--- src/rtl/regfile_alu_sequencer.sv ---
// Four-state sequencer: read two registers, apply a 2-bit ALU op, write the result back.
// Optional REG_ZERO_EN makes register 0 read as zero and suppresses writes to it.
module regfile_alu_sequencer #(
    parameter int word_size = 32,
    parameter int addr_size = 5
) (
    input  logic                 Clock,
    input  logic                 Reset,
    input  logic                 Cmd_Valid,
    output logic                 Cmd_Ready,
    input  logic [1:0]           Cmd_Op,
    input  logic [addr_size-1:0] Cmd_Rd,
    input  logic [addr_size-1:0] Cmd_Rs1,
    input  logic [addr_size-1:0] Cmd_Rs2,
    output logic [addr_size-1:0] Read_Addr_1,
    output logic [addr_size-1:0] Read_Addr_2,
    input  logic [word_size-1:0] Data_Out_1,
    input  logic [word_size-1:0] Data_Out_2,
    output logic [addr_size-1:0] Write_Addr,
    output logic [word_size-1:0] Data_In,
    output logic                 Write_Enable,
    output logic                 Done,
    output logic [word_size-1:0] Result
);

    typedef enum logic [1:0] {
        IDLE  = 2'd0,
        READ  = 2'd1,
        EXEC  = 2'd2,
        WRITE = 2'd3
    } state_t;

    state_t               state_r;
    state_t               state_s;
    logic [1:0]           op_r;
    logic [addr_size-1:0] rd_r;
    logic [addr_size-1:0] rs1_r;
    logic [addr_size-1:0] rs2_r;
    logic [word_size-1:0] opa_r;
    logic [word_size-1:0] opb_r;
    logic [word_size-1:0] result_r;
    logic                 handshake_s;
    logic                 rd_writable_s;

    function automatic logic [word_size-1:0] alu_calc(
        input logic [1:0]           op,
        input logic [word_size-1:0] a,
        input logic [word_size-1:0] b
    );
        logic [word_size-1:0] r;
        case (op)
            2'b00:   r = a + b;
            2'b01:   r = a - b;
            2'b10:   r = a & b;
            2'b11:   r = a ^ b;
            default: r = {word_size{1'b0}};
        endcase
        return r;
    endfunction

    // Source address 0 reads as zero only when the zero-register option is built in.
    function automatic logic [word_size-1:0] read_operand(
        input logic [addr_size-1:0] addr,
        input logic [word_size-1:0] data
    );
        logic [word_size-1:0] v;
`ifdef REG_ZERO_EN
        if (addr == {addr_size{1'b0}}) begin
            v = {word_size{1'b0}};
        end else begin
            v = data;
        end
`else
        v = data;
        if (addr == {addr_size{1'b0}}) begin
            v = data;
        end
`endif
        return v;
    endfunction

    assign handshake_s = Cmd_Valid && (state_r == IDLE);

`ifdef REG_ZERO_EN
    assign rd_writable_s = (rd_r != {addr_size{1'b0}});
`else
    assign rd_writable_s = 1'b1;
`endif

    // State register
    always_ff @(posedge Clock) begin
        if (Reset) begin
            state_r <= IDLE;
        end else begin
            state_r <= state_s;
        end
    end

    // Next-state logic: fixed IDLE->READ->EXEC->WRITE ring, IDLE waits for a handshake
    always_comb begin
        state_s = state_r;
        case (state_r)
            IDLE: begin
                if (Cmd_Valid) begin
                    state_s = READ;
                end else begin
                    state_s = IDLE;
                end
            end
            READ:    state_s = EXEC;
            EXEC:    state_s = WRITE;
            WRITE:   state_s = IDLE;
            default: state_s = IDLE;
        endcase
    end

    // Command latch, operand capture and result register
    always_ff @(posedge Clock) begin
        if (Reset) begin
            op_r     <= 2'b00;
            rd_r     <= {addr_size{1'b0}};
            rs1_r    <= {addr_size{1'b0}};
            rs2_r    <= {addr_size{1'b0}};
            opa_r    <= {word_size{1'b0}};
            opb_r    <= {word_size{1'b0}};
            result_r <= {word_size{1'b0}};
        end else begin
            if (handshake_s) begin
                op_r  <= Cmd_Op;
                rd_r  <= Cmd_Rd;
                rs1_r <= Cmd_Rs1;
                rs2_r <= Cmd_Rs2;
            end
            if (state_r == READ) begin
                opa_r <= read_operand(rs1_r, Data_Out_1);
                opb_r <= read_operand(rs2_r, Data_Out_2);
            end
            if (state_r == EXEC) begin
                result_r <= alu_calc(op_r, opa_r, opb_r);
            end
        end
    end

    // Output decode; the write strobe is gated by Reset so a mid-WRITE reset never writes
    always_comb begin
        Cmd_Ready    = 1'b0;
        Read_Addr_1  = {addr_size{1'b0}};
        Read_Addr_2  = {addr_size{1'b0}};
        Write_Enable = 1'b0;
        Done         = 1'b0;
        case (state_r)
            IDLE: begin
                Cmd_Ready = 1'b1;
            end
            READ: begin
                Read_Addr_1 = rs1_r;
                Read_Addr_2 = rs2_r;
            end
            EXEC: begin
                Cmd_Ready = 1'b0;
            end
            WRITE: begin
                Done         = 1'b1;
                Write_Enable = rd_writable_s && !Reset;
            end
            default: begin
                Cmd_Ready = 1'b0;
            end
        endcase
    end

    assign Write_Addr = rd_r;
    assign Data_In    = result_r;
    assign Result     = result_r;

endmodule

--- config.mk ---
export PLATFORM = sky130hd
export DESIGN_NAME = regfile_alu_sequencer
export DESIGN_NICKNAME = d
export VERILOG_FILES = /design/src/rtl/regfile_alu_sequencer.sv
export SDC_FILE = /design/constraint.sdc
export NUM_CORES = 1
export LEC_CHECK = 0
export CORE_ASPECT_RATIO = 1.75
export CORE_MARGIN = 4
export CORE_UTILIZATION = 65
export CTS_CLUSTER_SIZE = 16
export DETAILED_ROUTE_END_ITERATION = 6
export DONT_BUFFER_PORTS = 1
export GPL_ROUTABILITY_DRIVEN = 0
export GPL_TIMING_DRIVEN = 0
export PLACE_DENSITY = 0.91
export SYNTH_ARGS = -nofsm -noshare
export SYNTH_HDL_FRONTEND = slang
export SYNTH_SLANG_ARGS = --single-unit
--- constraint.sdc ---
create_clock -name Clock -period 4.3 [get_ports Clock]
set_input_delay 0.645 -clock Clock [delete_from_list [all_inputs] [get_ports Clock]]
set_output_delay 0.645 -clock Clock [all_outputs]
set_load 0.02 [all_outputs]
Yosys cells after proc, flatten, opt, wreduce, memory -nomap -nowiden:

Index checks and enable logic that the tools add are counted.

* register bits: 115
* input bits: 84
* output and inout port bits: 82
* logic and storage cells: 30

* add/sub/neg operators: 2
* eq/ne operators: 6
* muxes and demuxes: 8
* bitwise gates (word level): 2
* reductions and logical operators: 4

Operators by type and width (count)
* 32-bit one-hot mux with 4 select lines: 1
* 32-bit adder: 1
* 32-bit bitwise AND: 1
* 32-bit subtractor: 1
* 32-bit XOR: 1
* 5-bit 2-to-1 mux: 2
* 2-bit equality test (second input constant): 4
* 2-bit one-hot mux with 4 select lines: 1
* 2-bit by 1-bit equality test with 1-bit output (second input constant): 2
* 2-bit zero test: 2
* 1-bit 2-to-1 mux: 4
* 1-bit logical AND: 1
* 1-bit zero test: 1

Logic depth before layout (Yosys ltp):

Gate-level depths: netlist (run 1).

* word-level depth: 2
* gate-level depth with buffers: 17
* gate-level depth less buffers: 17

Worst setup path before layout (run 1):

OpenSTA, ideal clock, no wires.

* path kind: reg-to-reg
* start: register opb_r[2]
* end: register result_r[28] (netlist: Data_In[28])
* setup time: 0.117 ns
* arrival time: 3.715 ns
* required time: 4.183 ns
* path slack: 0.467 ns
* stages on the path, launching flop included: 16
* buffers on the path: 0
* period minus slack after synthesis: 3.833 ns
* cell sequence: dfxtp_1 > nor4_1 > nand2_1 > or2_2 > nor4_1 > a21oi_1 > xnor2_1 > ha_1 > nand4_1 > o32a_1 > nand2_1 > o2111ai_1 > nand4b_1 > a31oi_1 > or4b_1 > a32o_1

* word-level cells in the longest chain between the ends: 2
* elaborated cells between the ends (all ways): 3
* those cells by class: add/sub (2); mux (1)

Ends and longest elaborated chain
* from (decl): line 40 `logic [word_size-1:0] opb_r;`
* from (signal assigned): line 125 `opb_r <= {word_size{1'b0}};`
* from (signal assigned): line 136 `opb_r <= read_operand(rs2_r, Data_Out_2);`
* 32-bit subtractor / 32-bit adder (equally long branches): line 53, 52
* 32-bit one-hot mux with 4 select lines (*): line 51 `case (op)`
* to (signal assigned): line 126 `result_r <= {word_size{1'b0}};`
* to (signal assigned): line 139 `result_r <= alu_calc(op_r, opa_r, opb_r);`
* to (decl): line 41 `logic [word_size-1:0] result_r;`

Mark *: on every way between the ends. The rest lies on a longest branch, timed or not.
A chain may end at the register's enable or synchronous reset.

Worst setup path in the final report (run 1):

* start: register opb_r[10]
* end: register result_r[31] (netlist: Data_In[31])

Same word-level chain as after synthesis.

==> results of run 1 <==
[registers in the layout, summed over array words and instances (netlist names)]
register and cells:
Data_In 32, Write_Addr 5, op_r 2, opa_r 32
opb_r 32, rs1_r 5, rs2_r 5, state_r 2
[synth_stat cells, types with 6 or more instances]
master    count  area share
xor2_1       17       0.019
buf_1         6      0.0029
clkbuf_1     45       0.022
xnor2_1      32       0.036
a21o_1       12       0.012
nor2_1      121       0.059
dfxtp_1     115        0.30
mux2i_1      95        0.12
o211ai_1     14       0.014
nand2b_1     11      0.0089
nor2b_1       7      0.0057
nand2_1      82       0.040
o21ai_0      28       0.018
and3_1        7      0.0057
ha_1         68        0.11
inv_1        16      0.0078
nor3_1       16       0.010
buf_4        32       0.031
and2_1       13       0.011
o21a_1        6      0.0058
a211oi_1     19       0.018
a21oi_1      80       0.052
nand3_1      10      0.0065
a31oi_1       7      0.0057
[worst max-delay path: stages, from the launching register on]
cell	delay [ns]
dfxtp_1	0.38
or4_4	0.60
nor4_4	0.33
or2b_1	0.39
nor3_4	0.17
nor2_1	0.07
xnor2_1	0.19
ha_1	0.28
clkbuf_1	0.20
a21oi_2	0.22
o21bai_1	0.09
a21oi_1	0.15
o211ai_1	0.24
a221o_1	0.43
nor3b_1	0.15
o31ai_1	0.28
[logic make-up after synthesis]
kind of cell,synth area share
compound gates,0.158
xor+xnor,0.0577
fa+ha+maj,0.113
buf+inv,0.0637
flops,0.298
mux,0.128
simple gates,0.182
[per-layer routing]
| metal | GRT usage | part of all wire | vias to the layer above |
|---|---|---|---|
| met5 | 0 | 0 | - |
| met4 | 0.272 | 0.083 | 0 |
| met3 | 0.0845 | 0.091 | 198 |
| met2 | 0.587 | 0.49 | 495 |
| met1 | 0.335 | 0.33 | 3376 |
| li1 | - | - | 3285 |
[power groups by stage]
stage,sequential [mW],clock [mW],combinational (mW)
finish,1.31,1.32,1.65
global route,1.32,1.36,1.78
CTS,1.31,1.31,1.54
detailed placement,1.33,0,1.50
global placement,1.32,0,1.45
floorplan,1.29,0,1.21
[placed cells by master, fill, tap and decap left out, types with 4 or more instances in the layout]
cell type,instances
xnor2_1,32
nor2_1,121
nand2_1,80
a31oi_1,6
nor3_1,15
a21oi_1,77
dfxtp_2,6
a21o_1,12
inv_1,16
buf_1,6
buf_4,37
dfxtp_1,109
ha_1,66
mux2i_1,95
a211oi_1,18
o21bai_1,5
and3_1,7
nand3_1,10
and2_1,13
o31ai_1,5
o21ai_0,28
xor2_1,17
clkinv_2,7
nor2b_1,7
nand2b_1,11
o21a_1,6
clkbuf_16,17
o211ai_1,14
nand4_1,4
clkbuf_1,41
[worst paths after layout]
path	start	depth (start not counted)	to	slack, ns
worst max-delay path	opb_r[10]	15	Data_In[31]	0.006
worst max register to register	opb_r[10]	15	Data_In[31]	0.006
worst min-delay path	Cmd_Op[1]	2	op_r[1]	0.36
worst min register to register	rs1_r[0]	2	rs1_r[0]	0.45
[area by class of cell]
cell class,instances,area [sq um],area share
flip-flops and latches,115,2310,0.269
clock buffers,21,450,0.0525
inverters,16,60.1,0.00700
clock inverters,11,87.6,0.0102
multi-input cells,712,5040,0.587
repair buffers,5,37.5,0.00437
well taps,135,169,0.0197
plain buffers,81,433,0.0504
[repair_timing]
item	in CTS	in global routing
setup endpoints to repair	14	12
gates resized for setup	9	27
pin swaps	0	11
gates cloned	0	0
setup buffers	0	5
[stage by stage]
step / std cells / setup WS [ns] / TNS, ns
3_5_place_dp: 1061 / -0.439 / -2.76
2_1_floorplan: 926 / 0.467 / 0
6_report: 1096 / 0.00640 / 0
4_1_cts: 1093 / 0.00477 / 0
3_3_place_gp: 1061 / -0.368 / -1.88
5_1_grt: 1096 / -0.0755 / -0.190
==> results_tabular.tex, run 1 <==
\begin{tabular}{lr}
\hline
Metric & Value \\
\hline
\multicolumn{2}{l}{\textbf{Timing}} \\
Min Clock Period, post-route & 4.29 ns \\
Number of pins exceeding their max-slew limit in the final report & 0 \\
Total count of hold-check failures in the final report & 0 \\
Relative slew margins & 0.322 \\
Maximum clock skew at final layout & 0.00835 ns \\
Achievable clock frequency & 233 MHz \\
Least-Margin Pin Slew & 1.02 ns \\
Hold slack & 0.360 ns \\
Final setup vio count & 0 \\
Setup repair after global routing missed its margin & yes \\
Period utilisation layout & 0.999 \\
\multicolumn{2}{l}{\textbf{Clock network}} \\
Count of hold buffers inserted by post-cts repair & 0 \\
Clock Sink Count & 115 \\
Number of buffers on the longest clock path & 2 \\
CTS tree & built \\
H-tree depth & 4 \\
Inserted Clock Buffers & 17 \\
Cell at the root of the clock tree & clkbuf\_16 \\
CTS clock-pin slew for the worst setup and hold paths & 0.06 ns \\
Clock latency reported for the late side of the worst-skew pair & 0.43 ns \\
\multicolumn{2}{l}{\textbf{Global routing}} \\
Vias in the first global route & 7195 \\
Global route overflow & 0 \\
Number of antenna violations at the first check in global routing & 0 \\
Largest net degree at the start of global routing & 17 \\
Aggregate global-route resource usage & 0.337 \\
Wire length of the first global-routing pass & 36600 um \\
\multicolumn{2}{l}{\textbf{Power}} \\
Fraction of power consumed by the clock network & 0.308 \\
Combinational group share of total power & 0.385 \\
Leakage dissipation & 3.62 nW \\
Design Power & 4.28 mW \\
Power dissipated by switching net loads & 1.67 mW \\
Total power divided by cell area & 499 nW/um\^{}2 \\
Int Pwr & 2.61 mW \\
Switching share of power & 0.389 \\
Seq pwr share & 0.306 \\
Worst-case vdd ir drop & 342 uV \\
\multicolumn{2}{l}{\textbf{Worst setup path}} \\
Classification of the worst setup path & flop to flop \\
Type of destination of the critical path & flop \\
Max Fanout on Critical Path & 7 \\
Endpoint required time on the critical path & 4.62 ns \\
Arrival time of data at the critical path endpoint & 4.61 ns \\
Worst setup SP type & flop \\
\multicolumn{2}{l}{\textbf{Synth}} \\
Sequential area share after synthesis & 0.298 \\
Number of instances in the synthesized netlist & 926 \\
Main synth FF type & dfxtp\_1 \\
Mean cell area of the mapped netlist & 8.34 sq um \\
Distinct cell type count after synthesis & 63 \\
Post-synth EDFFs & 0 \\
Syn\_nets & 1079 \\
Count of warnings emitted by yosys & 0 \\
Post-synthesis cell area & 7720 sq um \\
Post-synthesis sequential element count & 115 \\
Share of async-settable or async-resettable flops after synthesis & 0 \\
\multicolumn{2}{l}{\textbf{Floorplan}} \\
Starting utilization of the core area & 0.667 \\
Height of the die & 152 um \\
Top-Level Pins & 166 \\
Die Span X & 90.4 um \\
Core Box Area & 11600 sq um \\
Number of placement rows & 52 \\
Die ar. & 13800 sq um \\
\multicolumn{2}{l}{\textbf{Final layout}} \\
Number of antenna cells inserted & 0 \\
Share of the core filled with cells & 0.741 \\
Number of nets at the end of the flow & 1101 \\
P\&R area growth vs syn & 11.1\% \\
Total non-filler cell area in the finished layout & 8580 sq um \\
Fill cell count & 799 \\
Share of layout cells above drive strength 1 & 0.109 \\
\multicolumn{2}{l}{\textbf{Detailed routing}} \\
Final Routed Wirelength & 23800 um \\
WL per Instance & 21.8 um \\
Via count normalized by instance count & 6.71 \\
Number of remaining DRC errors & 0 \\
Number of DRC markers in iteration 0 & 634 \\
Initial DRT Pass Iterations & 6 \\
Routed vias & 7354 \\
Remaining number of nets flagged by the antenna check after routing & 0 \\
\multicolumn{2}{l}{\textbf{Placed design}} \\
Port Buffer Count & 0 \\
Total cell area at the placement stage & 7890 sq um \\
Placed wire-length estimate & 17200 um \\
\multicolumn{2}{l}{\textbf{Run}} \\
Max capacitance violation total & 0 \\
\multicolumn{2}{l}{\textbf{Hold path}} \\
Type of the tightest min-delay check & input pin to flop \\
\multicolumn{2}{l}{\textbf{Status}} \\
Run status & complete, no violations \\
\hline
\end{tabular}
Note: power is estimated with default switching activity, not from simulation.
==> run 2: changes to the inputs <==
Settings changed: SKIP_LAST_GASP from default to 1.
==> results of run 2 <==
Same layout as run 1: the final DEF is identical, and so are final timing and power.
==> run 3: changes to the inputs <==
Settings changed: PLACE_DENSITY 0.91 to 0.81.
==> run 3 against run 2 <==
  * Core utilization rose by 0.77 points
  * Final cell count rose by 0.27%
  * Critical endpoint unchanged
  * Sequential share of layout area fell by 0.28 points
  * Combinational power barely moved
  * Count of clock-buffer cells in the layout fell by 3
  * Global-route usage fell by 1.3 points
  * Flip-flop and latch count did not move
  * Non-clock buffer count rose by 3
  * First-iteration DRC count fell by 30%
  * Largest cell class unchanged
  * Routed wire length fell by 3.1%
  * Setup slack improved by 0.066 ns
==> results_tabular.tex, run 3 (synthesis gave the netlist of run 1 again) <==
\begin{tabular}{lr}
\hline
Metric & Value \\
\hline
\multicolumn{2}{l}{\textbf{Floorplan}} \\
Core Box Area & 11600 sq um (unchanged) \\
Die Span X & 90.4 um (unchanged) \\
Top-Level Pins & 166 (unchanged) \\
Starting utilization of the core area & 0.667 (unchanged) \\
Die ar. & 13800 sq um (unchanged) \\
Number of placement rows & 52 (unchanged) \\
Height of the die & 152 um (unchanged) \\
\multicolumn{2}{l}{\textbf{Global routing}} \\
Largest net degree at the start of global routing & 17 (unchanged) \\
Wire length of the first global-routing pass & 35300 um (-3.6\%) \\
Vias in the first global route & 6824 (-5.2\%) \\
Number of antenna violations at the first check in global routing & 0 (unchanged) \\
Aggregate global-route resource usage & 0.324 (-0.0126) \\
Global route overflow & 0 (unchanged) \\
\multicolumn{2}{l}{\textbf{Worst setup path}} \\
Number of buffers and inverters on the critical path & 2 (+1) \\
Classification of the worst setup path & flop to flop \\
Slowest stage delay, CP & 0.44 ns (-0.16 ns) \\
Kind of cell adding the most delay to the critical path & compound AO/OA/AOI/OAI gates \\
Endpoint required time on the critical path & 4.63 ns (about the same) \\
Max Fanout on Critical Path & 10 (+3) \\
Arrival time of data at the critical path endpoint & 4.56 ns (-0.05 ns) \\
Worst r2r dst & Data\_In[31] \\
Worst setup SP type & flop \\
Slowest-stage cell, CP & dfxtp\_1 \\
Worst R2R Setup Slack & 0.07 ns (+0.07 ns) \\
List of cells traversed by the critical path & clkbuf\_4, clkbuf\_4, nand2\_2, nand2\_1, xor2\_1, ha\_1, a31o\_2, a221o\_1, o211ai\_1, a211o\_1, o211ai\_1, a221o\_1, nor3b\_1, o31ai\_1 \\
Number of cells traversed by the worst register-to-register path & 14 (-1) \\
Type of destination of the critical path & flop \\
Worst r2r src & op\_r[0] \\
\multicolumn{2}{l}{\textbf{Placed design}} \\
Placed wire-length estimate & 16900 um (-1.6\%) \\
Total cell area at the placement stage & 7890 sq um (unchanged) \\
Port Buffer Count & 0 (unchanged) \\
\multicolumn{2}{l}{\textbf{Power}} \\
Leakage dissipation & 3.65 nW (+0.83\%) \\
Worst-case vdd ir drop & 355 uV (+3.9\%) \\
Total power divided by cell area & 504 nW/um\^{}2 (+1.1\%) \\
\multicolumn{2}{l}{\textbf{Detailed routing}} \\
Number of DRC markers in iteration 0 & 444 (-30\%) \\
Routed vias & 7061 (-4.0\%) \\
Number of remaining DRC errors & 0 (unchanged) \\
Via count normalized by instance count & 6.42 (-4.2\%) \\
Initial DRT Pass Iterations & 6 (unchanged) \\
Final Routed Wirelength & 23100 um (-3.1\%) \\
Remaining number of nets flagged by the antenna check after routing & 0 (unchanged) \\
WL per Instance & 21.0 um (-3.4\%) \\
\multicolumn{2}{l}{\textbf{Clock network}} \\
Inserted Clock Buffers & 17 (unchanged) \\
CTS clock-pin slew for the worst setup and hold paths & 0.06 ns (about the same) \\
Clock latency reported for the late side of the worst-skew pair & 0.43 ns (about the same) \\
Cell at the root of the clock tree & clkbuf\_16 \\
Clock Sink Count & 115 (unchanged) \\
Number of buffers on the longest clock path & 2 (unchanged) \\
Count of hold buffers inserted by post-cts repair & 0 (unchanged) \\
H-tree depth & 4 (unchanged) \\
CTS tree & built \\
\multicolumn{2}{l}{\textbf{Hold path}} \\
Hold Startpoint & Cmd\_Rs1[2] \\
Capture endpoint of the worst hold path & rs1\_r[2] \\
Type of the tightest min-delay check & input pin to flop \\
Cell depth of the worst min-delay path & 2 (unchanged) \\
\multicolumn{2}{l}{\textbf{Final layout}} \\
Leading cell types in the layout, fill and taps excluded & nor2\_1 (121), dfxtp\_1 (111), mux2i\_1 (95) \\
Share of layout cells above drive strength 1 & 0.114 (+0.00485) \\
Most common library cell in the layout ignoring fill and taps & nor2\_1 \\
Number of antenna cells inserted & 0 (unchanged) \\
Number of nets at the end of the flow & 1104 (+0.27\%) \\
P\&R area growth vs syn & 12.3\% \\
Total non-filler cell area in the finished layout & 8670 sq um (+1.0\%) \\
\multicolumn{2}{l}{\textbf{Timing}} \\
Hold slack & 0.347 ns (-0.0126 ns) \\
Relative slew margins & 0.266 (-0.0562) \\
Period utilisation layout & 0.983 (-0.0153) \\
Total count of hold-check failures in the final report & 0 (unchanged) \\
Setup repair after global routing missed its margin & yes \\
Number of pins exceeding their max-slew limit in the final report & 0 (unchanged) \\
Final setup vio count & 0 (unchanged) \\
Least-Margin Pin Slew & 1.10 ns (+0.0843 ns) \\
Min Clock Period, post-route & 4.23 ns (-0.0660 ns) \\
Achievable clock frequency & 237 MHz (+1.6\%) \\
Maximum clock skew at final layout & 0.00768 ns (-0.000671 ns) \\
\multicolumn{2}{l}{\textbf{Run}} \\
Max capacitance violation total & 0 (unchanged) \\
\multicolumn{2}{l}{\textbf{Status}} \\
Run status & complete, no violations \\
\hline
\end{tabular}
[run 3: cell count changes in the layout (fill, tap and decap cells not counted), moves of 2 or more]
cell | before | now
buf_4 | 37 | 42
dfxtp_1 | 109 | 111
a21oi_2 | 3 | 1
clkbuf_1 | 41 | 37
clkinv_2 | 7 | 1
clkbuf_2 | 3 | 1
clkbuf_4 | 1 | 3
dfxtp_2 | 6 | 3
clkinv_4 | 0 | 6
[run 3: report_power, final]
group / internal (mW) / switching [mW] / total [mW] / leakage [nW]
sequential: 1.16 / 0.154 / 1.31 / 0.940
clock: 0.871 / 0.546 / 1.42 / 0.279
combinational: 0.674 / 0.972 / 1.65 / 2.43
total: 2.70 / 1.67 / 4.37 / 3.65
[run 3: routing by layer]
layer / GRT usage / vias to the layer above / wire, um
li1: - / 3306 / -
met1: 0.334 / 3296 / 8120
met2: 0.583 / 344 / 12000
met3: 0.0761 / 115 / 1620
met4: 0.205 / 0 / 1400
met5: 0 / - / 0
[run 3: area by class of cell]
class	instances	area, sq um
multi-input combinational	712	5030
fill	905	2910
sequential	115	2310
clock buffer	18	439
buffer	80	437
tap	135	169
clock inverter	14	156
timing repair buffer	9	67.6
inverter	16	60.1
[run 3: worst max path at each step]
stage | cells after the start | slack, ns | end | startpoint
finish | 14 | 0.07 | Data_In[31] | op_r[0]
global placement | 14 | -0.54 | Data_In[31] | op_r[0]
CTS | 16 | 0.003 | Data_In[28] | opb_r[2]
floorplan | 15 | 0.47 | Data_In[28] | opb_r[2]
detailed placement | 14 | -0.61 | Data_In[31] | op_r[0]
global route | 17 | -0.09 | Data_In[28] | opb_r[2]
[run 3: worst register-to-register path, cell delays in order (launching register included)]
cell and delay, ns:
dfxtp_1 0.44, clkbuf_4 0.31, clkbuf_4 0.33, nand2_2 0.21
nand2_1 0.15, xor2_1 0.16, ha_1 0.34, a31o_2 0.29
a221o_1 0.37, o211ai_1 0.31, a211o_1 0.18, o211ai_1 0.20
a221o_1 0.42, nor3b_1 0.15, o31ai_1 0.28
[run 3: per-stage QoR]
stage | setup TNS [ns] | setup slack [ns] | std cells | total power [mW] | util
4_1_cts | 0 | 0.00272 | 1093 | 4.26 | 0.737
3_5_place_dp | -5.25 | -0.609 | 1061 | 2.83 | 0.681
2_1_floorplan | 0 | 0.467 | 926 | 2.50 | -
3_3_place_gp | -4.07 | -0.542 | 1061 | 2.79 | 0.681
5_1_grt | -0.261 | -0.0880 | 1099 | 4.57 | 0.749
6_report | 0 | 0.0724 | 1099 | 4.37 | 0.749
[run 3: repair_timing]
item                                    4_1_cts  5_1_grt
endpoints found under the setup margin       20       13
gates resized for setup                      12       26
gates cloned                                  0        0
pin swaps                                     0       15
setup buffers                                 0        9
==> variant: new RTL, flow settings as in run 3 <==
`word_size`: 32 -> 64.
--- a/src/rtl/regfile_alu_sequencer.sv
+++ b/src/rtl/regfile_alu_sequencer.sv
@@ -1,7 +1,7 @@
 // Four-state sequencer: read two registers, apply a 2-bit ALU op, write the result back.
 // Optional REG_ZERO_EN makes register 0 read as zero and suppresses writes to it.
 module regfile_alu_sequencer #(
-    parameter int word_size = 32,
+    parameter int word_size = 64,
     parameter int addr_size = 5
 ) (
     input  logic                 Clock,
Interface: changed (resized Data_In, Data_Out_1, Data_Out_2 and Result); port bits go from 166 to 294. No check against the original RTL was run, so the function may have changed too.
==> variant against run 3 <==
The run now ends with DRC, capacitance limit, slew limit, setup timing left; non-clock buffer count up 172; power is 84% higher; synthesized area grew 96%; setup slack worse by 1300 ps; sequential cell count increased by 96; global-route usage up 8.1 points; cell count grew 110%; wire length rose to 2.6 times the old value; cell area rose by 110%; largest power group unchanged.
==> variant: results (changes against run 3) <==
max incr delay on CP 1970 ps (was 440 ps); clock skew 24.7 ps (was 7.68 ps); number of global-route vias before repair 15352 (was 6824); CTS max path bufs 3 (was 2); Detail Placement HPWL 38800 µm (was 16900 µm); syn avg cell area 8.19 µm² (was 8.34 µm²); min-delay src Cmd_Rs2[4] (was Cmd_Rs1[2]); drt initial violations 2149 (was 444); post-layout net count 2237 (was 1104); FF-to-FF path depth 12 (was 14); post-place setup slack -1020 ps (was -609 ps); Reg-to-Reg Start opb_r[44] (was op_r[0]); first drt pass iteration count 7 (was 6); max-cap check violation count 1 (was 0); setup_tns -15820 ps (was 0 ps); # H-tree levels 1 (was 4); status finished with violations (was completed); syn nets 2126 (was 1079); top cells by area, synth dfxtp_1 28%, mux2i_1 12%, ha_1 11% (was dfxtp_1 30%, mux2i_1 12%, ha_1 11%); Leak 7.68 nW (was 3.65 nW); Final Worst Setup Slack -1200 ps (was 72.4 ps); Netlist cell types 72 (was 63); register area share after synthesis 28.0% (was 29.8%); IR drop worst, VDD 379 µV (was 355 µV); CP max FO 7 (was 10); R2R Path End Data_In[62] (was Data_In[31]); WP data arrival 5940 ps (was 4560 ps); total track usage 40.6% (was 32.4%); clk slew on worst S/H paths 60 ps (about the same); final wirelength 59300 µm (was 23100 µm); final slew viol count 4 (was 0); Clock Latency Late Sink 560 ps (was 430 ps); Hold Path End rs2_r[4] (was rs1_r[2]); final setup violation count 24 (was 0); initial antenna violation count 1 (was 0); Post-synth ARST share 0% (unchanged); largest net degree at the start of global routing 15 (was 17); fraction of layout cells with a size suffix above 1 20.1% (was 11.4%); Post-synth top cells 254 x nor2_1, 211 x dfxtp_1, 179 x mux2i_1, 152 x nand2_1, 144 x a21oi_1 (was 121 x nor2_1, 115 x dfxtp_1, 95 x mux2i_1, 82 x nand2_1, 80 x a21oi_1); slowest cell on the critical path nor4_1 (was dfxtp_1); routed vias 15965 (was 7061); fillers 1457 (was 905); CP top delay family simple AND/OR/NAND/NOR gates (was compound AO/OA/AOI/OAI gates); hold_ws 223 ps (was 347 ps); Rel. slew slack -65.2% (was 26.6%); DR vias/cell 7.03 (was 6.42); Num CTS Buffers 22 (was 17); Residual DRC 25 (was 0); first-pass GRT wire length 81000 µm (was 35300 µm); failing checks DRC, capacitance limit, slew limit, setup timing
-- variant: changes by cell type after synthesis, sizes merged, moves of 17 or more --
cell / run 3 / this run
dfxtp: 115 / 211
nor2: 121 / 254
a211oi: 19 / 36
xor2: 17 / 44
ha: 68 / 132
nand2: 83 / 152
mux2i: 95 / 179
a21oi: 80 / 146
a21o: 12 / 35
clkbuf: 45 / 76
o21ai: 28 / 95
xnor2: 33 / 70
buf: 38 / 98
-- variant: worst register-to-register path, stage by stage (launching register included) --
cell and delay (ps):
dfxtp_1 410, nor4_1 1970, and3_4 480, a21oi_1 140
xnor2_1 170, ha_1 340, nand2_1 80, or3_4 380
or3_4 390, o21ai_4 190, a21oi_2 100, or4_1 490
a32o_1 260
-- variant: power by group --
group / switching [W] / internal [W]
Combinational: 0.00202 / 0.00140
Sequential: 0.000304 / 0.00211
Clock: 0.000864 / 0.00133
Total: 0.00319 / 0.00485
-- variant: how the worst max path moves through the flow --
stage,to,start,cells past startpoint
CTS,Data_In[62],opb_r[36],17
global placement,Data_In[62],opb_r[2],17
global route,Data_In[62],opb_r[44],12
floorplan,Data_In[62],opb_r[33],17
detailed placement,Data_In[62],opb_r[2],17
finish,Data_In[62],opb_r[44],12
-- variant: timing repair --
item,CTS,global route
setup buffers,57,49
resized for setup,137,105
pin swaps,59,94
endpoints found under the setup margin,46,36
-- variant: cell families (layout without fill, tap and decap cells) --
logic type                 Yosys count  in the layout  share of synthesized area (%)
xor gates and xnor gates           114            114                           6.66
and+or+nand+nor                    567            567                           17.1
DFF                                211            211                           28.0
buffers and inverters              203            330                           6.75
AOI/OAI and AO/OA                  420            420                           17.3
muxes                              197            197                           13.2
adders and majority gates          133            133                           11.1
-- variant: routing by layer --
layer	wire (µm)	vias to the layer above	GRT usage [%]
li1	-	6689	-
met1	17900	7361	39.2
met2	26900	1347	67.2
met3	7370	566	12.2
met4	7000	2	37.5
met5	42	-	0
-- variant: cell type report --
class	instances	area (µm²)	share of cell area [%]
buffer	157	896	4.97
multi-input combinational	1431	10700	59.3
timing repair buffer	104	888	4.93
tap	300	375	2.08
inverter	29	111	0.618
clock inverter	10	188	1.04
clock buffer	30	632	3.51
sequential	211	4250	23.6
-- variant: through the flow --
step                      total power (W)  cell area (µm²)
after floorplan                   0.00446            15200
after global placement            0.00504            15500
after detailed placement          0.00510            15500
after CTS                         0.00757            17300
after global routing              0.00830            18000
final                             0.00804            18000
